**src/rtl/serial_io_harness_pkg.sv**
```systemverilog
// Shared types and frame-size helpers for serial_io_harness.
// SERIAL_IO_HARNESS_MISR_EN appends a 32-bit MISR signature to every output frame.
package serial_io_harness_pkg;

  typedef enum logic [2:0] {
    IDLE,
    SHIFT_IN,
    APPLY,
    WAIT,
    CAPTURE,
    SHIFT_OUT
  } state_e;

  localparam logic [31:0] MISR_POLY = 32'h04C1_1DB7;
  localparam logic [31:0] MISR_SEED = 32'hFFFF_FFFF;

  function automatic int unsigned in_len(input int unsigned ports, input int unsigned width,
                                         input int unsigned ctrl_w);
    return ports + ports * width + ctrl_w;
  endfunction

  function automatic int unsigned out_len(input int unsigned ports, input int unsigned width);
`ifdef SERIAL_IO_HARNESS_MISR_EN
    return ports + ports * width + 32;
`else
    return ports + ports * width;
`endif
  endfunction

  function automatic logic [31:0] misr_step(input logic [31:0] cur, input logic [31:0] fold);
    return {cur[30:0], 1'b0} ^ (cur[31] ? MISR_POLY : 32'h0) ^ fold;
  endfunction

endpackage

```
**src/rtl/serial_io_harness_shift_reg.sv**
```systemverilog
// Shift register with serial-in/parallel-out and parallel-load/serial-out (MSB first) use.
module serial_shift_reg #(
  parameter int unsigned W = 8
) (
  input  logic         clk,
  input  logic         rst_n,
  input  logic         shift_en_i,
  input  logic         ser_i,
  input  logic         load_en_i,
  input  logic [W-1:0] load_data_i,
  output logic [W-1:0] data_o
);

  logic [W-1:0] data_q;

  always_ff @(posedge clk or negedge rst_n) begin
    if (!rst_n) begin
      data_q <= '0;
    end else if (load_en_i) begin
      data_q <= load_data_i;
    end else if (shift_en_i) begin
      data_q <= {data_q[W-2:0], ser_i};
    end
  end

  assign data_o = data_q;

endmodule

```
**src/rtl/serial_io_harness.sv**
```systemverilog
// Pin-limited harness: deserialise {push,data,ctrl}, drive the network, reserialise {valid,data}.
// Define SERIAL_IO_HARNESS_MISR_EN to append a running 32-bit MISR to every output frame.
module serial_io_harness
  import serial_io_harness_pkg::*;
#(
  parameter int unsigned PORTS   = 8,
  parameter int unsigned WIDTH   = 16,
  parameter int unsigned CTRL_W  = 4,
  parameter int unsigned LATENCY = 3
) (
  input  logic                     clk,
  input  logic                     rst_n,
  input  logic                     ser_in,
  input  logic                     ser_in_valid,
  output logic                     ser_out,
  output logic                     ser_out_valid,
  output logic                     busy,
  output logic                     err_overrun,
  output logic [PORTS-1:0]         dut_push,
  output logic [PORTS*WIDTH-1:0]   dut_data_in,
  output logic [CTRL_W-1:0]        dut_control,
  input  logic [PORTS-1:0]         dut_valid,
  input  logic [PORTS*WIDTH-1:0]   dut_data_out
);

  localparam int unsigned DATA_W   = PORTS * WIDTH;
  localparam int unsigned IN_LEN   = in_len(PORTS, WIDTH, CTRL_W);
  localparam int unsigned BASE_LEN = PORTS + DATA_W;
  localparam int unsigned OUT_LEN  = out_len(PORTS, WIDTH);
  localparam int unsigned MAX_LEN  = (IN_LEN > OUT_LEN) ? IN_LEN : OUT_LEN;
  localparam int unsigned CNT_W    = $clog2(MAX_LEN + 1);
  localparam int unsigned WCNT_W   = $clog2(LATENCY + 1);

  localparam logic [CNT_W-1:0]  IN_LAST  = CNT_W'(IN_LEN - 1);
  localparam logic [CNT_W-1:0]  OUT_LAST = CNT_W'(OUT_LEN - 1);
  localparam logic [WCNT_W-1:0] W_LAST   = WCNT_W'(LATENCY - 1);

  state_e              state_q, state_d;
  logic [CNT_W-1:0]    cnt_q, cnt_d;
  logic [WCNT_W-1:0]   wcnt_q, wcnt_d;
  logic [PORTS-1:0]    push_q, push_d;
  logic [DATA_W-1:0]   data_q, data_d;
  logic [CTRL_W-1:0]   ctrl_q, ctrl_d;
  logic                err_q, err_d;

  logic                in_shift, out_load, out_shift;
  logic [IN_LEN-2:0]   in_frame;
  logic [OUT_LEN-1:0]  out_frame, out_load_val;
  logic                unused_out;

`ifdef SERIAL_IO_HARNESS_MISR_EN
  logic [31:0] misr_q, misr_d, fold;

  always_comb begin
    fold = '0;
    for (int unsigned i = 0; i < BASE_LEN; i++) begin
      fold[5'(i % 32)] = fold[5'(i % 32)] ^ out_frame[OUT_LEN - BASE_LEN + i];
    end
    misr_d = (state_q == CAPTURE) ? misr_step(misr_q, fold) : misr_q;
  end

  always_ff @(posedge clk or negedge rst_n) begin
    if (!rst_n) misr_q <= MISR_SEED;
    else        misr_q <= misr_d;
  end
`endif

  always_comb begin
    state_d      = state_q;
    cnt_d        = cnt_q;
    wcnt_d       = wcnt_q;
    push_d       = '0;
    data_d       = data_q;
    ctrl_d       = ctrl_q;
    err_d        = err_q;
    in_shift     = 1'b0;
    out_load     = 1'b0;
    out_shift    = 1'b0;
    out_load_val = '0;

    case (state_q)
      IDLE: begin
        if (ser_in_valid) begin
          in_shift = 1'b1;
          cnt_d    = CNT_W'(1);
          state_d  = SHIFT_IN;
        end
      end
      SHIFT_IN: begin
        if (ser_in_valid) begin
          in_shift = 1'b1;
          cnt_d    = cnt_q + CNT_W'(1);
          // Final bit comes straight from the pin so the frame registers load on APPLY entry.
          if (cnt_q == IN_LAST) begin
            {push_d, data_d, ctrl_d} = {in_frame, ser_in};
            state_d = APPLY;
          end
        end
      end
      APPLY: begin
        wcnt_d  = '0;
        state_d = WAIT;
      end
      WAIT: begin
        wcnt_d = wcnt_q + WCNT_W'(1);
        // Sampling on WAIT's last edge lands LATENCY cycles after the push cycle;
        // CAPTURE then folds that word into the MISR.
        if (wcnt_q == W_LAST) begin
          out_load = 1'b1;
          out_load_val[OUT_LEN-1 -: BASE_LEN] = {dut_valid, dut_data_out};
          state_d = CAPTURE;
        end
      end
      CAPTURE: begin
        cnt_d   = '0;
        state_d = SHIFT_OUT;
`ifdef SERIAL_IO_HARNESS_MISR_EN
        out_load     = 1'b1;
        out_load_val = {out_frame[OUT_LEN-1 -: BASE_LEN], misr_d};
`endif
      end
      SHIFT_OUT: begin
        out_shift = 1'b1;
        cnt_d     = cnt_q + CNT_W'(1);
        if (cnt_q == OUT_LAST) begin
          cnt_d   = '0;
          state_d = IDLE;
        end
      end
      default: state_d = IDLE;
    endcase

    if (ser_in_valid && (state_q inside {APPLY, WAIT, CAPTURE, SHIFT_OUT})) begin
      err_d = 1'b1;
    end
  end

  always_ff @(posedge clk or negedge rst_n) begin
    if (!rst_n) begin
      state_q <= IDLE;
      cnt_q   <= '0;
      wcnt_q  <= '0;
      push_q  <= '0;
      data_q  <= '0;
      ctrl_q  <= '0;
      err_q   <= 1'b0;
    end else begin
      state_q <= state_d;
      cnt_q   <= cnt_d;
      wcnt_q  <= wcnt_d;
      push_q  <= push_d;
      data_q  <= data_d;
      ctrl_q  <= ctrl_d;
      err_q   <= err_d;
    end
  end

  serial_shift_reg #(.W(IN_LEN - 1)) u_in_sr (
    .clk        (clk),
    .rst_n      (rst_n),
    .shift_en_i (in_shift),
    .ser_i      (ser_in),
    .load_en_i  (1'b0),
    .load_data_i('0),
    .data_o     (in_frame)
  );

  serial_shift_reg #(.W(OUT_LEN)) u_out_sr (
    .clk        (clk),
    .rst_n      (rst_n),
    .shift_en_i (out_shift),
    .ser_i      (1'b0),
    .load_en_i  (out_load),
    .load_data_i(out_load_val),
    .data_o     (out_frame)
  );

  assign unused_out    = ^out_frame[OUT_LEN-2:0];
  assign ser_out_valid = (state_q == SHIFT_OUT);
  assign ser_out       = (state_q == SHIFT_OUT) & out_frame[OUT_LEN-1];
  assign busy          = (state_q != IDLE);
  assign err_overrun   = err_q;
  assign dut_push      = push_q;
  assign dut_data_in   = data_q;
  assign dut_control   = ctrl_q;

endmodule
```
**config.mk**
```make
export PLATFORM = sky130hd
export DESIGN_NAME = serial_io_harness
export DESIGN_NICKNAME = d
export VERILOG_FILES = /design/src/rtl/serial_io_harness_pkg.sv /design/src/rtl/serial_io_harness_shift_reg.sv /design/src/rtl/serial_io_harness.sv
export SDC_FILE = /design/constraint.sdc
export NUM_CORES = 1
export LEC_CHECK = 0
export ABC_AREA = 1
export CORE_ASPECT_RATIO = 0.6
export CORE_MARGIN = 2
export CORE_UTILIZATION = 53
export DETAILED_ROUTE_END_ITERATION = 10
export PLACE_DENSITY = 0.8
export SYNTH_ARGS = -nofsm -noshare
export SYNTH_HDL_FRONTEND = slang
export SYNTH_SLANG_ARGS = --single-unit
```
**constraint.sdc**
```tcl
create_clock -name clk -period 2 [get_ports clk]
set_input_delay 0.4 -clock clk [delete_from_list [all_inputs] [get_ports clk]]
set_output_delay 0.4 -clock clk [all_outputs]
set_load 0.05 [all_outputs]
```
==> results.txt, run 1 <==
The vertical die dimension came out at 143 µm. The share of synthesized registers carrying an async set or reset came out at between 90% and 100%. The number of synthesized register bits is 429. The final clock skew came out at 0.0184 ns. Clock tree synthesis selected as its root buffer the cell sky130_fd_sc_hd__clkbuf_16. The share of Yosys cell area claimed by the top area cell type came out at 63.2%. The violation count after the first detailed-route iteration came out at approximately 1,000. The worst path arrival time is 1.51 ns. A synthesized cell averages 9.05 µm². The flow ran to the end, and the final reports show no timing, DRC or antenna violations. The number of DRC violations after detailed routing came out at 0. The x dimension of the die is 235 µm. The clock insertion delay at the later pin of the skew report came out at between 0.5 and 0.6 ns. The overall die area came out at 33,500 µm². The placer's final routability congestion estimate came out at ~0.84. The first global-routing pass estimated 65,400 µm of wire. Derived from the worst setup path, the maximum achievable clock frequency is 0.523 GHz.

The synthesized instance count is 1,877. The switching power summed over all nets is 0.00778 W. The number of rows created at floorplan is 50. The worst slack after detailed placement came out at about 0.053 ns. The average vias per placed instance came out at 5.12. After detailed routing, the average wire length per cell comes to 15.1 µm. The net count reported at finish came out at 2,295.

Walking the worst path, the cells encountered are dlygate4sd2_1. sky130_fd_sc_hd__dfrtp_1 takes more of the synthesized area than any other cell. Across all setup checks in the final design, the least slack found is approximately 0.087 ns. The number of slew-limit violations in the final report is 0. The power share of the combinational group is around 22%. The I/O pin count came out at 284.

The number of buffers inserted by port buffering came out at 283. The number of synthesized flops with an enable pin is 0. The number of filler instances in the final layout is ~2,400.

TritonCTS built the clock tree. The relative contribution of sequential cells to total power is 47.2%. The slew at the pin closest to its max-slew limit came out at roughly 0.55 ns. The CTS sink count came out at roughly 430.

The sum of negative setup slack came out at 0 ns. For this run, the number of Yosys warnings is 0. The area growth from synthesis to final layout is 27.5%. In this run, CTS created clock tree buffers numbering 39. The total overflow left after global routing is 0. STA classifies the critical path endpoint as an output pin.

The net count of the mapped netlist came out at 2,019. In this run the number of H-tree levels came out at 2. Once the floorplan was initialized, standard cells occupied a little over half of the core. The static leakage came out at 10.7 nW. The detail route stage leaves a number of antenna-violating nets equal to 0.

The number of hold-slack violations in the final timing report is 0. No sink is reached through more buffers than the 3 on the longest clock path. The share of the cycle needed by the critical path after routing is 95.7%.

On the critical path the largest part of the delay comes from buffers and inverters. After legalization and detailed placement, the total HPWL measured 26,500 µm. The via count of the first global-routing pass came out at between 10,000 and 15,000.

The global-route usage over all layers came out at around a quarter. The most used flip-flop cell after synthesis is sky130_fd_sc_hd__dfrtp_1. Setup repair after global routing left no endpoint under its margin. The number of max-cap violations came out at 0. The number of antenna violations at the first check in global routing came out at 0. The area of the mapped netlist is 17,000 µm². Of the total power, the share spent switching nets is 31.0%. The biggest fanout along the worst timing path is 2. The worst pin sits at a relative slew slack of 63.4%.

Cell internal power was estimated by the tool at between 0.015 and 0.02 W. Setup violations remaining at the end of the flow were counted as 0. The pre-antenna-repair detailed-routing pass consisted of 5 iterations. The portion of the post-synthesis area used by sequential elements is approximately 63%. Power spread over the standard cell area amounts to 1160 nW/µm². The data required time at the worst endpoint is 1.60 ns. The core box area came out at 31,300 µm². Counting I/O delays and the setup requirement, the final critical path takes around 1.9 ns. The sort of element at the start of the critical path is a flip-flop. The total buffers and inverters traversed by the critical path came out at 1. The slowest stage of the critical path is the sky130_fd_sc_hd__dlygate4sd2_1 cell. The count of cell types in the netlist is 27. The path class of the tightest hold or removal check is in2async. The clock slew at the register clock pins of the worst setup and hold paths came out at 0.06 ns.

The worst-case IR drop observed on VDD is 895 µV. The share of layout cells above drive strength 1 came out at 7.29%. The count of antenna diodes in the layout is 0. The clock network fraction of total power is 30.6%. The largest single stage delay on the critical path is 0.55 ns. The worst setup path is of the reg2out kind.

The total wire length after detailed routing came out at 39,300 µm. The detailed-route via count is 13,314. Entering global routing, the biggest net connects 78 pins. Sorting the synthesized cells by area gives the leading types as sky130_fd_sc_hd__dfrtp_1 63%, sky130_fd_sc_hd__nand2_1 16%, sky130_fd_sc_hd__o21ai_0 5.8%, sky130_fd_sc_hd__nand3_1 4.2%, sky130_fd_sc_hd__inv_1 3.1%.
flip-flops by register name (all words and copies together), names as in the netlist:
name             count
wcnt_q               2
dut_control          4
cnt_q                8
state_q              3
dut_data_in        128
u_in_sr.data_o     139
dut_push             8
u_out_sr.data_o    136
err_overrun          1
final timing paths:
kind	start	endpoint	slack, ns	cells past startpoint
worst max-delay path	dut_data_in[63]$_DFFE_PN0P_	dut_data_in[63]	0.09	1
worst min-delay path	rst_n	u_out_sr.data_o[26]$_DFFE_PN0P_	0.37	2
worst max register to register	state_q[1]$_DFFE_PN0P_	dut_data_in[85]$_DFFE_PN0P_	0.22	9
worst min register to register	err_overrun$_DFFE_PN0P_	err_overrun$_DFFE_PN0P_	0.47	1
max in group asynchronous	rst_n	dut_data_in[67]$_DFFE_PN0P_	0.89	3
min in group clk	dut_data_out[67]	u_out_sr.data_o[67]$_DFFE_PN0P_	0.44	3
cell type report:
| type | count | area [µm²] | area share, % |
|---|---|---|---|
| flip-flops and latches | 429 | 10700 | 49.6 |
| multi-input cells | 1200 | 5130 | 23.7 |
| repair buffers | 338 | 3400 | 15.7 |
| clock buffers | 60 | 1180 | 5.43 |
| inverters | 145 | 553 | 2.55 |
| well taps | 416 | 520 | 2.40 |
| clock inverters | 10 | 146 | 0.676 |
per-layer routing:
| metal | up-vias | track usage, % | part of all wire, % |
|---|---|---|---|
| li1 | 6453 | - | - |
| met1 | 6476 | 34.1 | 47 |
| met2 | 309 | 37.8 | 47 |
| met3 | 76 | 3.46 | 4.0 |
| met4 | 0 | 7.63 | 2.8 |
| met5 | - | 0 | 0 |
synthesized netlist by cell type, types with 3 or more instances:
cell type / instances
sky130_fd_sc_hd__o21ai_2: 3
sky130_fd_sc_hd__dfrtp_1: 429
sky130_fd_sc_hd__inv_2: 4
sky130_fd_sc_hd__buf_6: 18
sky130_fd_sc_hd__o21ai_1: 38
sky130_fd_sc_hd__o21ai_0: 196
sky130_fd_sc_hd__inv_1: 140
sky130_fd_sc_hd__nor2_1: 47
sky130_fd_sc_hd__nand4_1: 4
sky130_fd_sc_hd__buf_4: 7
sky130_fd_sc_hd__buf_2: 50
sky130_fd_sc_hd__nand3_1: 142
sky130_fd_sc_hd__a21oi_1: 23
sky130_fd_sc_hd__nand2_1: 730
sky130_fd_sc_hd__clkbuf_1: 26
layout by cell type, fill, tap and decap left out, types with 29 or more instances in the layout:
| cell type | netlist | final |
|---|---|---|
| sky130_fd_sc_hd__nor2_1 | 47 | 46 |
| sky130_fd_sc_hd__nand3_1 | 142 | 140 |
| sky130_fd_sc_hd__clkdlybuf4s50_1 | 0 | 138 |
| sky130_fd_sc_hd__o21ai_1 | 38 | 38 |
| sky130_fd_sc_hd__nand2_1 | 730 | 730 |
| sky130_fd_sc_hd__inv_1 | 140 | 139 |
| sky130_fd_sc_hd__dfrtp_1 | 429 | 427 |
| sky130_fd_sc_hd__dlygate4sd2_1 | 0 | 119 |
| sky130_fd_sc_hd__clkbuf_16 | 0 | 40 |
| sky130_fd_sc_hd__buf_12 | 0 | 29 |
| sky130_fd_sc_hd__o21ai_0 | 196 | 196 |
| sky130_fd_sc_hd__buf_4 | 7 | 50 |
cell families after synthesis:
| family | synth area share, % |
|---|---|
| DFF | 63.2 |
| AOI/OAI and AO/OA | 7.89 |
| buffers and inverters | 6.81 |
| and+or+nand+nor | 21.9 |
| adders and majority gates | 0.147 |
| xor gates and xnor gates | 0.103 |
repair_timing:
item	CTS	global route
setup buffers	0	1
hold endpoints to repair	31	0
resized for setup	126	1
endpoints found under the setup margin	121	8
hold buffers	1	0
stage by stage:
step	total power [W]	area, µm²	cells	hold WS (ns)	utilization [%]
finish	0.0250	21700	2598	0.371	69.1
global route	0.0266	21700	2598	0.384	69.1
CTS	0.0252	21700	2597	0.340	69.1
detailed placement	0.0174	20500	2526	0.323	65.2
global placement	0.0171	20500	2526	0.319	65.2
floorplan	0.0156	17000	1877	0.104	-
power by group through the flow:
stage                     Clock (W)  Sequential (W)  Combinational, W
after global placement            0          0.0118           0.00528
after global routing        0.00818          0.0120           0.00642
after CTS                   0.00782          0.0118           0.00563
after floorplan                   0          0.0116           0.00398
final                       0.00766          0.0118           0.00558
after detailed placement          0          0.0119           0.00553
(Power assumes the default switching activity.)
==> run 2: changes to the inputs <==
- GPL_ROUTABILITY_DRIVEN: unset -> 0
==> results of run 2 <==
No change in the layout: final DEF, timing and power equal those of run 1.
